File: config.mk
export PLATFORM = sky130hd
export DESIGN_NAME = peripheral_mpram_ahb3_slave
export DESIGN_NICKNAME = d
export VERILOG_FILES = /design/src/rtl/peripheral_mpram_ahb3_slave.sv
export SDC_FILE = /design/constraint.sdc
export NUM_CORES = 1
export LEC_CHECK = 0
export ABC_AREA = 1
export ABC_CLOCK_PERIOD_IN_PS = 1390
export BUFFER_PORTS_ARGS = -buffer_cell sky130_fd_sc_hd__buf_4
export CORE_MARGIN = 2
export CORE_UTILIZATION = 33
export DETAILED_ROUTE_END_ITERATION = 12
export PLACE_DENSITY = 0.76
export SLEW_MARGIN = 20
export SYNTH_ARGS = -nofsm -noshare
export SYNTH_HDL_FRONTEND = slang
export SYNTH_SLANG_ARGS = --single-unit
File: constraint.sdc
create_clock -name clk_i -period 1.39 [get_ports clk_i]
set_input_delay 0.417 -clock clk_i [delete_from_list [all_inputs] [get_ports clk_i]]
set_output_delay 0.417 -clock clk_i [all_outputs]
set_load 0.01 [all_outputs]
File: src/rtl/peripheral_mpram_ahb3_slave.sv
`default_nettype none
// ============================================================================
// peripheral_mpram_ahb3_slave : AHB3-Lite slave driving a 1R1W RAM port pair
// Revision: 1.0
// ============================================================================

module peripheral_mpram_ahb3_slave #(
   parameter int HADDR_SIZE = 32,
   parameter int HDATA_SIZE = 32,
   parameter int MEM_ABITS  = 10
) (
   input  logic                    clk_i,
   input  logic                    rst_i,

   input  logic                    HSEL,
   input  logic [HADDR_SIZE-1:0]   HADDR,
   input  logic [HDATA_SIZE-1:0]   HWDATA,
   output logic [HDATA_SIZE-1:0]   HRDATA,
   input  logic                    HWRITE,
   input  logic [2:0]              HSIZE,
   input  logic [2:0]              HBURST,
   input  logic [3:0]              HPROT,
   input  logic [1:0]              HTRANS,
   input  logic                    HREADY,
   output logic                    HREADYOUT,
   output logic                    HRESP,

   output logic [MEM_ABITS-1:0]    mem_waddr_o,
   output logic [HDATA_SIZE-1:0]   mem_din_o,
   output logic                    mem_we_o,
   output logic [HDATA_SIZE/8-1:0] mem_be_o,
   output logic [MEM_ABITS-1:0]    mem_raddr_o,
   output logic                    mem_re_o,
   input  logic [HDATA_SIZE-1:0]   mem_dout_i
);

   localparam int NB = HDATA_SIZE / 8;
   localparam int B  = $clog2(NB);

   typedef enum logic [2:0] {
      ST_IDLE     = 3'd0,
      ST_WRITE    = 3'd1,
      ST_READ     = 3'd2,
      ST_RD_STALL = 3'd3,
      ST_ERR1     = 3'd4,
      ST_ERR2     = 3'd5
   } state_t;

   state_t                state;
   state_t                state_nxt;

   logic                  accept;
   logic [MEM_ABITS-1:0]  addr_word;
   logic [B-1:0]          addr_off;
   logic [B-1:0]          size_mask;
   logic [NB-1:0]         lane_ones;
   logic [NB-1:0]         be_addr;
   logic                  size_err;
   logic                  misalign;
   logic                  xfer_err;
   logic                  hazard;

   logic [MEM_ABITS-1:0]  waddr_r;
   logic [NB-1:0]         be_r;
   logic [MEM_ABITS-1:0]  raddr_r;

   logic                  unused_bits;

   assign unused_bits = ^{HBURST, HPROT, HADDR};

   assign accept    = HSEL & HREADY & HTRANS[1];
   assign addr_word = HADDR[MEM_ABITS+B-1:B];
   assign addr_off  = HADDR[B-1:0];

   // Lane mask of the transfer size, aligned down to its natural boundary.
   always_comb begin
      size_mask = '0;
      lane_ones = '0;
      for (int i = 0; i < B; i++) begin
         size_mask[i] = (i < int'(HSIZE));
      end
      for (int i = 0; i < NB; i++) begin
         lane_ones[i] = (i < (1 << HSIZE));
      end
      size_err = (int'(HSIZE) > B);
      misalign = |(addr_off & size_mask);
      be_addr  = lane_ones << (addr_off & ~size_mask);
   end

   assign xfer_err = size_err | misalign;

   // The RAM only forwards full-word writes; partial same-word hits must wait.
   assign hazard = (state == ST_WRITE) && (addr_word == waddr_r) && (be_r != '1);

   always_ff @(posedge clk_i or posedge rst_i) begin
      if (rst_i) begin
         state   <= ST_IDLE;
         waddr_r <= '0;
         be_r    <= '0;
         raddr_r <= '0;
      end else begin
         state <= state_nxt;
         if (accept && HWRITE && !xfer_err) begin
            waddr_r <= addr_word;
            be_r    <= be_addr;
         end
         if (accept && !HWRITE && !xfer_err) begin
            raddr_r <= addr_word;
         end
      end
   end

   always_comb begin
      state_nxt   = state;
      HREADYOUT   = 1'b1;
      HRESP       = 1'b0;
      mem_we_o    = 1'b0;
      mem_be_o    = '0;
      mem_re_o    = 1'b0;
      mem_raddr_o = addr_word;

      case (state)
         ST_WRITE: begin
            mem_we_o = 1'b1;
            mem_be_o = be_r;
         end
         ST_RD_STALL: begin
            HREADYOUT   = 1'b0;
            mem_re_o    = 1'b1;
            mem_raddr_o = raddr_r;
            state_nxt   = ST_READ;
         end
         ST_ERR1: begin
            HREADYOUT = 1'b0;
            HRESP     = 1'b1;
            state_nxt = ST_ERR2;
         end
         ST_ERR2: begin
            HRESP = 1'b1;
         end
         default: begin
         end
      endcase

      // Every state that ends with HREADYOUT high may take a new address phase.
      if (state != ST_RD_STALL && state != ST_ERR1) begin
         state_nxt = ST_IDLE;
         if (accept) begin
            if (xfer_err) begin
               state_nxt = ST_ERR1;
            end else if (HWRITE) begin
               state_nxt = ST_WRITE;
            end else if (hazard) begin
               state_nxt = ST_RD_STALL;
            end else begin
               state_nxt = ST_READ;
               mem_re_o  = 1'b1;
            end
         end
      end
   end

   assign mem_waddr_o = waddr_r;
   assign mem_din_o   = HWDATA;
   assign HRDATA      = (state == ST_READ) ? mem_dout_i : '0;

endmodule

`default_nettype wire
==> results.md, run 1 <==
| Group | Item | Reported |
|---|---|---|
| status | Run status | finished with violations |
| status | Failing checks | setup timing |
| layout | Area of the multi-input gates | 1090 µm² |
| placed design | Number of port buffers | 112 |
| sta | Share of the cycle needed by the critical path after routing | 137% |
| floorplan | Count of pins on the block boundary | 205 |
| synthesis | Mean instance size in the synthesized netlist | 6.74 µm² |
| layout | Number of nets in the layout | 538 |
| placed design | Post-detail-place hpwl | 4.62 mm |
| floorplan | Core Rows | 28 |
| global routing | Met1 Use GR | 20.2% |
| global routing | Routing usage on met2 | 29.0% |
| synthesis | Count of different cell masters after synthesis | 21 |
| clocking | TritonCTS clock tree | yes |
| routing | Vias post-DR | 2177 |
| sta | Endpoints failing setup | 51 |
| floorplan | Die area | 6790 µm² |
| clocking | Maximum level of the CTS H-tree | 1 |
| layout | Number of antenna diodes | 0 |
| global routing | Met3 demand-to-capacity share in global routing | 2.83% |
| floorplan | Horiz. Die Dim | 82.4 µm |
| critical path | Critical path required time | 0.97 ns |
| global routing | Via count of the first global-routing pass | 1931 |
| critical path | Most prevalent standard cell on the critical path | sky130_fd_sc_hd__nand3_2 |
| power and ir drop | Maximum VDD drop | 0.634 mV |
| layout | Sequential cell area | 677 µm² |
| floorplan | Initial core utilization | 34.3% |
| global routing | Total GRT Usage | 16.3% |
| sta | Worst max-slew margin expressed relative to the limit | 76.0% |
| critical path | Critical path startpoint | state[1] |
| clocking | Insertion delay to the later sink of the worst-skew pair | 0.28 ns |
| routing | DRC errors left | 0 |
| routing | Overall routed net length | 6.59 mm |
| layout | Layout overhead on the synthesized area | 79.8% |
| layout | Commonest non-fill, non-tap cell in the layout | sky130_fd_sc_hd__buf_4 |
| critical path | Launching point of the worst reg2reg path | state[2] |
| sta | Smallest setup slack after layout | -0.512 ns |
| synthesis | Yosys synthesis warning count | 0 |
| routing | Via count normalized by instance count | 4.36 |
| synthesis | FF+latch count, synth | 27 |
| critical path | Kind of capture point of the worst setup path | output port |
| synthesis | Mapped Area | 2030 µm² |
| layout | Fraction of final layout cells with drive strength greater than 1 | 60.1% |
| sta | F_max | 0.526 GHz |
| sta | Setup Skew | 0.00415 ns |
| clocking | CTS root buf | sky130_fd_sc_hd__clkbuf_8 |
| synthesis | Portion of the post-synthesis area used by sequential elements | 33.3% |
| sta | Worst-margin pin slew | 0.360 ns |
| placed design | Placed instance area | 3060 µm² |
| flow run | Max-cap check violation count | 0 |
| power and ir drop | Leak Pwr | 1.98 nW |
| global routing | Remaining global-route overflow | 0 |
| routing | Post-route antenna net violation count | 0 |
| clocking | Clock tree sinks | 27 |
| clocking | Clock-pin slew on the worst setup and hold paths | 0.10 ns |
| global routing | Global-route wire length before repair | 8.70 mm |
| critical path | Crit Path Category | reg2out |
| layout | Final design area excluding fillers | 3650 µm² |
| routing | DR pass1 iterations | 4 |
| critical path | Flop2flop setup slack | -0.03 ns |
| clocking | Clock buffer count from CTS | 3 |
| critical path | Type of element launching the critical path | register |
| global routing | Routing layer with the top usage in global route | met2 |
| sta | Count of final hold-check violations | 0 |
| layout | Share of the core filled with cells | 61.6% |
| power and ir drop | Power density over the cells | 874 nW/µm² |
| sta | Unrepaired setup endpoints after global routing | yes |
| critical path | Crit path arrival time | 1.48 ns |
| routing | Routed wire per std cell | 13.2 µm |
| layout | Fill count | 507 |
| critical path | Highest net fanout along the worst path | 4 |
| critical path | Slowest stage cell, crit path | sky130_fd_sc_hd__dfrtp_2 |
| floorplan | Height of the die | 82.4 µm |
| critical path | Critical Path Max Stage Delay | 0.48 ns |
| routing | Drt initial violations | 43 |
| global routing | Pin count of the biggest net entering global routing | 28 |
| placed design | Routability cong. | 0.750 |
| sta | Minimum clock period | 1.90 ns |
| placed design | Post-Place Setup Slack | -0.348 ns |
| layout | Highest-count cells in the layout ignoring fill and taps | 111 x sky130_fd_sc_hd__buf_4, 59 x sky130_fd_sc_hd__inv_1, 55 x sky130_fd_sc_hd__nand2_1, 40 x sky130_fd_sc_hd__buf_6, 27 x sky130_fd_sc_hd__nor2_2 |
| synthesis | Post-synthesis instance total | 301 |
| global routing | Initial antenna violation count | 0 |
| critical path | Crit-path cells | nor3_4, nand2_1, nor2_2, nand3_2, nand3_2, nand2_2, buf_6 |
| worst hold path | Class of the most critical hold timing path | in2async |
| sta | Count of pins over their slew limit | 0 |
| synthesis | Number of nets in the synthesized netlist | 414 |
| clocking | Worst-case clock buffer depth | 2 |
| floorplan | Std-Cell Core Area | 5920 µm² |
-- per-layer routing --
metal,up-vias,wire (µm),part of all wire (%)
met5,-,0,0
met4,0,71,1.1
met3,15,385,5.8
met2,65,3620,55
met1,996,2510,38
li1,1101,-,-
-- sequential cells by signal, indices dropped and copies added (netlist names) --
signal       flops
be_r             4
mem_waddr_o     10
raddr_r         10
state            3
-- power breakdown --
part	switching, mW	total (mW)	internal (mW)
sequential	0.137	1.09	0.948
combinational	0.725	1.61	0.884
clock	0.280	0.491	0.211
-- cell type report --
cell class | count | area share (%)
Timing Repair Buffer | 160 | 40.7
Multi-Input combinational cell | 169 | 30.0
Sequential cell | 27 | 18.6
Inverter | 64 | 6.83
Tap cell | 75 | 2.57
Clock buffer | 3 | 1.13
Clock inverter | 1 | 0.240
-- worst max-delay path: cells and delay by family, from the launching register on --
kind / cells / cell delay, ns
buf+inv: 1 / 0.11
simple gates: 6 / 0.60
flops: 1 / 0.48
-- cells in the mapped netlist --
master	number	area, µm²
sky130_fd_sc_hd__dfrtp_1	27	676
sky130_fd_sc_hd__buf_4	32	240
sky130_fd_sc_hd__xnor2_1	4	35.0
sky130_fd_sc_hd__nor2_1	51	191
sky130_fd_sc_hd__clkinv_2	1	5.00
sky130_fd_sc_hd__a21oi_1	10	50.1
sky130_fd_sc_hd__nand4_1	1	6.26
sky130_fd_sc_hd__inv_2	1	3.75
sky130_fd_sc_hd__nand2_1	57	214
sky130_fd_sc_hd__nor3_1	2	10.0
sky130_fd_sc_hd__nand3_1	5	25.0
sky130_fd_sc_hd__nand3_2	1	10.0
sky130_fd_sc_hd__nand3_4	1	17.5
sky130_fd_sc_hd__nand2_2	7	43.8
sky130_fd_sc_hd__clkbuf_1	5	18.8
sky130_fd_sc_hd__o21ai_0	3	15.0
sky130_fd_sc_hd__inv_1	62	233
sky130_fd_sc_hd__o21ai_2	14	123
sky130_fd_sc_hd__buf_6	4	45.0
sky130_fd_sc_hd__o21ai_1	12	60.1
sky130_fd_sc_hd__nor2_2	1	6.26
-- what timing repair did --
action,4_1_cts,5_1_grt
endpoints found under the setup margin,58,63
pin swaps,1,9
resized for setup,15,100
hold endpoints to repair,0,0
buffers inserted,5,7
gates cloned,1,5
hold buffers,0,0
-- stage by stage --
step	TNS, ns	power (mW)	instances	hold slack (ns)
CTS	-21.33	2.87	490	0.194
global route	-24.76	3.39	499	0.207
global placement	-7.54	2.24	484	0.472
floorplan	-1.77	1.70	301	0.459
finish	-21.26	3.19	499	0.177
detailed placement	-9.40	2.28	484	0.479
-- cells by family after synthesis --
| kind of cell | Yosys count | share of synthesized area (%) |
|---|---|---|
| and+or+nand+nor | 126 | 25.8 |
| buffers and inverters | 105 | 26.9 |
| AOI/OAI and AO/OA | 39 | 12.2 |
| DFF | 27 | 33.3 |
| xor gates and xnor gates | 4 | 1.73 |
-- path summary, 6_finish.rpt --
kind | cells after the start | end
max | 7 | mem_re_o
min | 3 | raddr_r[5]
max reg2reg | 10 | state[0]
min reg2reg | 2 | raddr_r[8]
max in group asynchronous | 3 | state[1]
min in group clk_i | 3 | mem_waddr_o[0]
Power figures use the tool's default switching activity.
==> inputs of run 2 (changes only) <==
- PLACE_DENSITY: 0.76 -> 0.74
==> results.md, run 2 (synthesis results as in run 1) <==
| Group | Item | Reported | vs previous |
|---|---|---|---|
| clocking | Clock buffer count from CTS | 3 | unchanged |
| power and ir drop | Leak Pwr | 1.96 nW | was 1.98 nW |
| critical path | Type of element launching the critical path | register | unchanged |
| clocking | TritonCTS clock tree | yes | unchanged |
| layout | Fraction of final layout cells with drive strength greater than 1 | 54.5% | was 60.1% |
| floorplan | Count of pins on the block boundary | 205 | unchanged |
| sta | F_max | 0.534 GHz | was 0.526 GHz |
| floorplan | Height of the die | 82.4 µm | unchanged |
| layout | Layout overhead on the synthesized area | 73.1% | was 79.8% |
| sta | Count of pins over their slew limit | 0 | unchanged |
| layout | Highest-count cells in the layout ignoring fill and taps | 122 x sky130_fd_sc_hd__buf_4, 59 x sky130_fd_sc_hd__inv_1, 55 x sky130_fd_sc_hd__nand2_1, 32 x sky130_fd_sc_hd__buf_6, 31 x sky130_fd_sc_hd__nor2_1 | was 111 x sky130_fd_sc_hd__buf_4, 59 x sky130_fd_sc_hd__inv_1, 55 x sky130_fd_sc_hd__nand2_1, 40 x sky130_fd_sc_hd__buf_6, 27 x sky130_fd_sc_hd__nor2_2 |
| routing | DRC errors left | 0 | unchanged |
| critical path | Launching point of the worst reg2reg path | mem_waddr_o[6] | was state[2] |
| power and ir drop | Power density over the cells | 882 nW/µm² | was 874 nW/µm² |
| status | Failing checks | setup timing | unchanged |
| sta | Count of final hold-check violations | 0 | unchanged |
| placed design | Placed instance area | 3030 µm² | was 3060 µm² |
| sta | Worst-margin pin slew | 0.344 ns | was 0.360 ns |
| global routing | Pin count of the biggest net entering global routing | 33 | was 28 |
| layout | Area of the multi-input gates | 1040 µm² | was 1090 µm² |
| clocking | Insertion delay to the later sink of the worst-skew pair | 0.28 ns | about the same |
| sta | Unrepaired setup endpoints after global routing | yes | unchanged |
| critical path | Crit Path Category | reg2out | unchanged |
| critical path | Crit path arrival time | 1.45 ns | was 1.48 ns |
| clocking | Worst-case clock buffer depth | 2 | unchanged |
| global routing | Total GRT Usage | 17.5% | was 16.3% |
| routing | DR pass1 iterations | 4 | unchanged |
| layout | Final design area excluding fillers | 3510 µm² | was 3650 µm² |
| clocking | Clock tree sinks | 27 | unchanged |
| placed design | Post-Place Setup Slack | -0.400 ns | was -0.348 ns |
| sta | Share of the cycle needed by the critical path after routing | 135% | was 137% |
| critical path | Highest net fanout along the worst path | 2 | was 4 |
| power and ir drop | Relative contribution of the clock network to total power | 15.1% | was 15.4% |
| power and ir drop | Sw Ratio | 35.6% | was 35.9% |
| layout | Fill count | 529 | was 507 |
| layout | Number of antenna diodes | 0 | unchanged |
| routing | Drt initial violations | 45 | was 43 |
| critical path | Critical path startpoint | mem_waddr_o[6] | was state[1] |
| global routing | Remaining global-route overflow | 0 | unchanged |
| floorplan | Std-Cell Core Area | 5920 µm² | unchanged |
| placed design | Routability cong. | 0.709 | was 0.750 |
| placed design | Post-detail-place hpwl | 4.93 mm | was 4.62 mm |
| layout | Sequential cell area | 677 µm² | unchanged |
| clocking | Maximum level of the CTS H-tree | 1 | unchanged |
| routing | Routed wire per std cell | 13.2 µm | about the same |
| sta | Endpoints failing setup | 51 | unchanged |
| layout | Share of the core filled with cells | 59.3% | was 61.6% |
| sta | Setup Skew | 0.00128 ns | was 0.00415 ns |
| global routing | Initial antenna violation count | 0 | unchanged |
| layout | Commonest non-fill, non-tap cell in the layout | sky130_fd_sc_hd__buf_4 | unchanged |
| placed design | Number of port buffers | 112 | unchanged |
| floorplan | Horiz. Die Dim | 82.4 µm | unchanged |
| power and ir drop | Sequential group share of total power | 35.1% | was 34.1% |
| sta | Minimum clock period | 1.87 ns | was 1.90 ns |
| status | Run status | finished with violations | unchanged |
| critical path | Kind of capture point of the worst setup path | output port | unchanged |
| sta | Smallest setup slack after layout | -0.482 ns | was -0.512 ns |
| routing | Vias post-DR | 2198 | was 2177 |
| flow run | Max-cap check violation count | 0 | unchanged |
| sta | Worst max-slew margin expressed relative to the limit | 77.1% | was 76.0% |
| power and ir drop | Combinational Power Share | 49.8% | was 50.5% |
| power and ir drop | Total power | 3.10 mW | was 3.19 mW |
| clocking | Clock-pin slew on the worst setup and hold paths | 0.10 ns | about the same |
| routing | Post-route antenna net violation count | 0 | unchanged |
| floorplan | Core Rows | 28 | unchanged |
| floorplan | Initial core utilization | 34.3% | unchanged |
| critical path | Critical path required time | 0.97 ns | about the same |
| power and ir drop | Net switching power | 1.10 mW | was 1.14 mW |
| worst hold path | Class of the most critical hold timing path | in2async | unchanged |
| floorplan | Die area | 6790 µm² | unchanged |
| global routing | Via count of the first global-routing pass | 1949 | was 1931 |
| clocking | CTS root buf | sky130_fd_sc_hd__clkbuf_8 | unchanged |
| global routing | Global-route wire length before repair | 9.03 mm | was 8.70 mm |
| routing | Overall routed net length | 6.61 mm | was 6.59 mm |
| routing | Via count normalized by instance count | 4.40 | was 4.36 |
| power and ir drop | Maximum VDD drop | 0.771 mV | was 0.634 mV |
| layout | Number of nets in the layout | 538 | unchanged |
| power and ir drop | Pint | 1.99 mW | was 2.04 mW |
[run 2: changes by cell type in the layout (fill, tap and decap cells not counted), moves of 8 or more]
cell                     change
sky130_fd_sc_hd__buf_6       -8
sky130_fd_sc_hd__nor2_1     +23
sky130_fd_sc_hd__nor2_2     -17
sky130_fd_sc_hd__buf_4      +11
[run 2: metal layers]
metal,vias up,global-route usage (%),routed length [µm]
met3,8,5.87,705
met2,83,32.9,3550
met1,1001,18.7,2300
met5,-,0,0
met4,0,3.83,55
li1,1106,-,-
[run 2: stage by stage]
step                setup TNS (ns)  cells  hold WS, ns
floorplan                    -1.77    301        0.459
global placement             -7.80    482        0.473
detailed placement           -9.39    482        0.480
CTS                         -20.59    494        0.202
global route                -23.58    499        0.232
finish                      -19.85    499        0.197
[run 2: final timing paths]
kind	end	slack, ns	cells past startpoint
worst max-delay path	mem_re_o	-0.48	7
worst min-delay path	be_r[3]	0.20	3
worst max register to register	state[0]	0.02	9
worst min register to register	raddr_r[6]	0.52	2
max in group asynchronous	state[1]	0.92	3
min in group clk_i	mem_waddr_o[4]	0.45	3
[run 2: critical path: stages, from the launching register on]
cell                      delay, ns
sky130_fd_sc_hd__dfrtp_1       0.42
sky130_fd_sc_hd__xnor2_1       0.19
sky130_fd_sc_hd__nand2_1       0.09
sky130_fd_sc_hd__nor2_2        0.12
sky130_fd_sc_hd__nand3_2       0.10
sky130_fd_sc_hd__nand3_2       0.10
sky130_fd_sc_hd__nand2_2       0.05
sky130_fd_sc_hd__buf_6         0.11
[run 2: power groups by stage]
stage	Sequential (mW)	Combinational, mW	Clock, mW
after floorplan	1.10	0.599	0
after global placement	1.06	1.17	0
after detailed placement	1.07	1.19	0
after CTS	1.06	1.38	0.476
after global routing	1.11	1.69	0.504
final	1.09	1.54	0.468
[run 2: timing repair]
action                                  4_1_cts  5_1_grt
pin swaps                                     8       13
resized for setup                            23       59
cloned                                        0        3
hold endpoints to repair                      0        0
hold buffers                                  0        0
endpoints found under the setup margin       51       61
buffers inserted                              8        7
[run 2: cell type report]
class / count / share of cell area (%)
repair buffers: 160 / 40.1
multi-input cells: 169 / 29.6
inverters: 64 / 7.02
well taps: 75 / 2.67
flip-flops and latches: 27 / 19.3
clock inverters: 1 / 0.214
clock buffers: 3 / 1.18
